`src/rtl/gf2m_pkg.sv`:
```
// Shared definitions for the GF(2^m) digit-serial multiplier: field constants,
// FSM encoding and the multiply-by-x reduction step.
package gf2m_pkg;

    localparam int M_B163 = 163;
    localparam logic [M_B163-1:0] POLY_B163 = 163'hC9;

    // Widest field the mulx helper supports (covers the NIST B-571 curve).
    localparam int MAX_M = 571;

    typedef enum logic [1:0] {
        IDLE,
        CALC,
        DONE
    } state_t;

    // One step of A <- A*x mod f(x), evaluated on the low m bits of a MAX_M-wide
    // vector. Bits at position m and above are always returned as zero.
    function automatic logic [MAX_M-1:0] mulx(
        input logic [MAX_M-1:0] a,
        input logic [MAX_M-1:0] poly,
        input logic [9:0]       m
    );
        logic [MAX_M-1:0] mask;
        logic [MAX_M-1:0] r;
        mask = {MAX_M{1'b1}} >> (MAX_M - m);
        r    = (a << 1) & mask;
        if (a[m - 10'd1]) begin
            r = r ^ (poly & mask);
        end
        return r;
    endfunction

endpackage

```
`src/rtl/gf2m_digit_step.sv`:
```
// Combinational digit step: folds D bits of B into the accumulator C, advancing
// A by one multiply-by-x per bit.
module gf2m_digit_step
    import gf2m_pkg::*;
#(
    parameter int            M    = M_B163,
    parameter logic [M-1:0]  POLY = M'(POLY_B163),
    parameter int            D    = 4
) (
    input  logic [M-1:0] a_cur,
    input  logic [M-1:0] c_cur,
    input  logic [D-1:0] digit,
    output logic [M-1:0] a_next,
    output logic [M-1:0] c_next
);

    // NOTE: blocking assignments here are deliberate; each unrolled iteration
    // must see the A and C produced by the previous one within the same cycle.
    always_comb begin
        a_next = a_cur;
        c_next = c_cur;
        for (int j = 0; j < D; j++) begin
            if (digit[j]) begin
                c_next = c_next ^ a_next;
            end
            a_next = M'(mulx(MAX_M'(a_next), MAX_M'(POLY), 10'(M)));
        end
    end

endmodule

```
`src/rtl/gf2m_digit_mult.sv`:
```
// Digit-serial LSB-first GF(2^M) multiplier with valid/ready handshakes on both
// sides; consumes D bits of B per cycle, result after ceil(M/D) cycles.
module gf2m_digit_mult
    import gf2m_pkg::*;
#(
    parameter int            M    = M_B163,
    parameter logic [M-1:0]  POLY = M'(POLY_B163),
    parameter int            D    = 4
) (
    input  logic         clk,
    input  logic         rst,
    input  logic         in_valid,
    output logic         in_ready,
    input  logic [M-1:0] a,
    input  logic [M-1:0] b,
    input  logic         sq,
    output logic         out_valid,
    input  logic         out_ready,
    output logic [M-1:0] z,
    output logic         busy
);

    localparam int N     = (M + D - 1) / D;
    localparam int CNT_W = $clog2(N + 1);

    state_t           state;
    state_t           state_nxt;
    logic [M-1:0]     reg_a;
    logic [M-1:0]     reg_b;
    logic [M-1:0]     reg_c;
    logic [M-1:0]     a_step;
    logic [M-1:0]     c_step;
    logic [CNT_W-1:0] cnt;
    logic             last;

    gf2m_digit_step #(
        .M    (M),
        .POLY (POLY),
        .D    (D)
    ) u_step (
        .a_cur  (reg_a),
        .c_cur  (reg_c),
        .digit  (reg_b[D-1:0]),
        .a_next (a_step),
        .c_next (c_step)
    );

    assign last = (cnt == CNT_W'(N - 1));
    assign z    = reg_c;

    // NOTE: every output of this block gets a default first so no path through
    // the case statement leaves a signal unassigned and infers a latch.
    always_comb begin
        state_nxt = state;
        in_ready  = 1'b0;
        out_valid = 1'b0;
        busy      = 1'b0;
        unique case (state)
            IDLE: begin
                in_ready = 1'b1;
                if (in_valid) state_nxt = CALC;
            end
            CALC: begin
                busy = 1'b1;
                if (last) state_nxt = DONE;
            end
            DONE: begin
                out_valid = 1'b1;
                if (out_ready) state_nxt = IDLE;
            end
            default: state_nxt = IDLE;
        endcase
    end

    // NOTE: sequential state uses non-blocking assignments so all registers
    // update from the same pre-edge values.
    always_ff @(posedge clk or posedge rst) begin
        if (rst) begin
            state <= IDLE;
            reg_a <= '0;
            reg_b <= '0;
            reg_c <= '0;
            cnt   <= '0;
        end else begin
            state <= state_nxt;
            if (state == IDLE && in_valid) begin
                reg_a <= a;
                reg_b <= sq ? a : b;
                reg_c <= '0;
                cnt   <= '0;
            end else if (state == CALC) begin
                // Shifting right leaves zeros above M-1 for the final partial digit.
                reg_a <= a_step;
                reg_c <= c_step;
                reg_b <= reg_b >> D;
                cnt   <= cnt + 1'b1;
            end
        end
    end

endmodule

```
`config.mk`:
```
export PLATFORM = sky130hd
export DESIGN_NAME = gf2m_digit_mult
export DESIGN_NICKNAME = d
export VERILOG_FILES = /design/src/rtl/gf2m_pkg.sv /design/src/rtl/gf2m_digit_step.sv /design/src/rtl/gf2m_digit_mult.sv
export SDC_FILE = /design/constraint.sdc
export NUM_CORES = 2
export LEC_CHECK = 0
export CAP_MARGIN = 10
export CORE_AREA = 5 5 221 223
export DETAILED_ROUTE_END_ITERATION = 12
export DIE_AREA = 0 0 226 228
export DONT_BUFFER_PORTS = 1
export PLACE_DENSITY = 0.86
export SLEW_MARGIN = 20
export SYNTH_ARGS = -nofsm -noshare
export SYNTH_HDL_FRONTEND = slang
export SYNTH_SLANG_ARGS = --single-unit
```
`constraint.sdc`:
```
create_clock -name clk -period 24.8 [get_ports clk]
set_input_delay 3.72 -clock clk [delete_from_list [all_inputs] [get_ports clk]]
set_output_delay 3.72 -clock clk [all_outputs]
set_load 0.02 [all_outputs]
```
==> out/results.tsv <==
metric	value	unit
power.share.sequential	36.7	%
dieWidth	226	um
synth.avg_cell_area	8.80	sq um
cts_max_level	2	
final-seq-area	12500	sq um
r2r-end	z[71]$_DFFE_PP0P_	
fp.coreArea	46400	sq um
seq_area_frac_synth	41.4	%
route.detailed.drc	0	
finalCritPeriodShare	24.6	%
grt_pass1_vias	24623	
clkLatencyLatePin	0.60	ns
r2r_slack	20.95	ns
finalWirelength	87.2	mm
critPathMaxStageDelay	0.81	ns
relSlewSlack	30.9	%
cts_resized	0	
pre_cts_ws	18.15	ns
grt_overflow	0	
synth-xor-area-share	14.9	%
area_growth	5.32	%
finalPower	0.00506	W
power_switching	0.00228	W
dp_hpwl	57.8	mm
p_int	0.00278	W
ir_drop	236	uV
drtAntennaViolNets	0	
leakage	13.7	nW
clkSinkCount	497	
comb_power_share	46.9	%
placed_cells	3781	
synth_warnings	0	
antenna_found_initial	6	
gr-usage-all-layers	32.4	%
hold_slack	0.507	ns
cp_data_arrival_time	2.38	ns
rr_startpoint	state[0]$_DFFE_PP0P_	
vias	25477	
cts_hold_buf	0	
setup.worst_path.start	state[1]$_DFFE_PP0P_	
required	21.08	ns
rsz0062_at_grt	no	
drt_iter0_drc	2934	
rows	79	
nets	3565	
critical_path_class	reg2out	
cts_root_buf	clkbuf_16	
post_cts_buffers	0	
wl_per_cell	22.4	um
drv_slew	0	
syn_area	30000	sq um
min_to	reg_b[161]$_DFFE_PP0P_	
p_per_area	160	nW/um^2
drt_pass1_iterations	6	
portBuffers	0	
pin_count	497	
stdcell_count	3888	
fmax	164	MHz
synth_compound_area_share	16.9	%
tritoncts	done	
hold_path.startpoint	reg_b[161]$_DFFE_PP0P_	
multiInputGateArea	16200	sq um
path_cells	nand2b_4, inv_8	
clk_pin_slew	0.06	ns
cts_buffers	54	
netSwitchingFraction	45.1	%
nFillCells	3444	
end_kind	output pin	
die-area	51500	sq um
yosys.area_share.adder	0.0834	%
synth_top_family_by_area	compound AO/OA/AOI/OAI gates	
finalSetupViolCount	0	
min_period	6.10	ns
ys_seq_elements	497	
reg2reg_depth	6	
synth_nets	3743	
layout-drive-gt1-share	3.88	%
die_h	228	um
initial_core_util	64.7	%
synth-simple-area-share	16.7	%
setup_tns	0	ns
grt_pass1_wl	137	mm
hold_viol_final	0	
routed_via_density	6.55	
fin_skew	0.0230	ns
hold_path_depth	2	
gp_congestion	0.897	
status	complete, no violations	
worst_pin_slew	1.04	ns
critPathMaxFanout	137	
synth.distinct_cells	36	
layout_setup_ws	18.70	ns
crit_slowest_cell	inv_8	
min_path_type	reg2reg	
synthMuxAreaShare	5.44	%
start_kind	register	
clockBufferDepth	3	
syn_inst	3410	
drv_cap	0	
grt_max_degree	191	
clockPowerShare	16.4	%
==> layout by cell type (no fill, tap or decap), types with 2 or more instances in the layout <==
cell type	count
buf_6	2
a22o_1	157
nand3_1	11
clkbuf_1	12
a22oi_1	156
nand2_1	983
buf_16	2
o21ai_1	2
buf_12	3
a21oi_1	2
xnor3_1	4
o221a_2	4
a221o_1	156
clkinvlp_4	3
dfrtp_1	493
inv_1	6
nor2_1	321
nand4_1	2
diode_2	5
a31oi_1	5
buf_4	16
clkbuf_8	13
xor2_1	169
clkinv_2	11
o22ai_1	2
xnor2_1	328
mux2i_1	163
inv_8	2
bufinv_16	3
dfrtp_4	4
ha_1	2
o21ai_0	170
clkbuf_16	57
==> cell type report <==
class / instances / share of cell area (%)
clock inverters: 18 / 0.558
flip-flops and latches: 497 / 39.4
clock buffers: 82 / 5.22
multi-input cells: 2648 / 51.4
well taps: 607 / 2.40
diodes: 5 / 0.0396
inverters: 8 / 0.143
repair buffers: 23 / 0.816
==> routing by layer <==
metal / GRT usage (%) / routed length (um)
met1: 42.6 / 32700
met3: 7.58 / 8740
met4: 19.5 / 6270
met5: 0 / 13
met2: 48.8 / 39400
==> registers in the layout, indices dropped and copies added, names as in the netlist <==
name,cells
state,2
cnt,6
reg_a,163
z,163
reg_b,163
==> worst max path at each step <==
stage | endpoint | slack, ns
2_1_floorplan | cnt[0]$_DFFE_PP0P_ | 7.21
3_3_place_gp | z[35]$_DFFE_PP0P_ | 18.31
3_5_place_dp | z[71]$_DFFE_PP0P_ | 18.15
4_1_cts | busy | 18.63
5_1_grt | busy | 18.57
6_report | busy | 18.70
==> through the flow <==
step / instance area (sq um) / util, %
2_1_floorplan: 30000 / -
3_3_place_gp: 29700 / 64.0
3_5_place_dp: 29700 / 64.0
4_1_cts: 31500 / 68.0
5_1_grt: 31600 / 68.2
6_report: 31600 / 68.2
==> cells by family after synthesis <==
logic type | count (synthesis)
compound gates | 656
xor+xnor | 502
fa+ha+maj | 2
buf+inv | 265
flops | 497
mux | 163
simple gates | 1325
==> synthesized netlist by cell type <==
master / count / area share, %
inv_1: 7 / 0.088
buf_2: 153 / 2.6
nor2_1: 321 / 4.0
nand3_1: 11 / 0.18
xnor3_1: 4 / 0.30
ha_1: 2 / 0.083
xor2_1: 169 / 4.9
o21ai_0: 170 / 2.8
nand4_1: 2 / 0.042
clkbuf_1: 66 / 0.83
dfrtp_1: 497 / 41
nand2_2: 1 / 0.021
nand4b_1: 1 / 0.029
buf_1: 8 / 0.10
o21ai_1: 2 / 0.033
xnor2_1: 328 / 9.6
a21oi_1: 2 / 0.033
a22oi_1: 156 / 3.9
nand2_1: 984 / 12
o221ai_1: 1 / 0.029
o22ai_1: 2 / 0.042
a22o_1: 157 / 4.6
buf_4: 16 / 0.40
mux2i_1: 163 / 5.4
nor2b_1: 1 / 0.021
xor2_2: 1 / 0.054
buf_6: 14 / 0.53
inv_2: 1 / 0.012
nand2b_1: 1 / 0.021
a31oi_1: 5 / 0.10
nor2_4: 1 / 0.038
a221o_1: 156 / 5.2
o31ai_1: 1 / 0.025
o221a_2: 4 / 0.15
and2_1: 1 / 0.021
and3_1: 1 / 0.021
==> worst max-delay path: cells and delay by family, from the launching register on <==
kind	cells	cell delay [ns]
DFF	1	0.39
buffers and inverters	1	0.81
and+or+nand+nor	1	0.56
==> power by group through the flow <==
stage	sequential, W	clock [W]	combinational (W)
finish	0.00186	0.000832	0.00237
detailed placement	0.00185	0	0.00232
floorplan	0.00161	0	0.00209
global placement	0.00185	0	0.00219
CTS	0.00185	0.000841	0.00234
global route	0.00190	0.000874	0.00262
(Power assumes the default switching activity.)
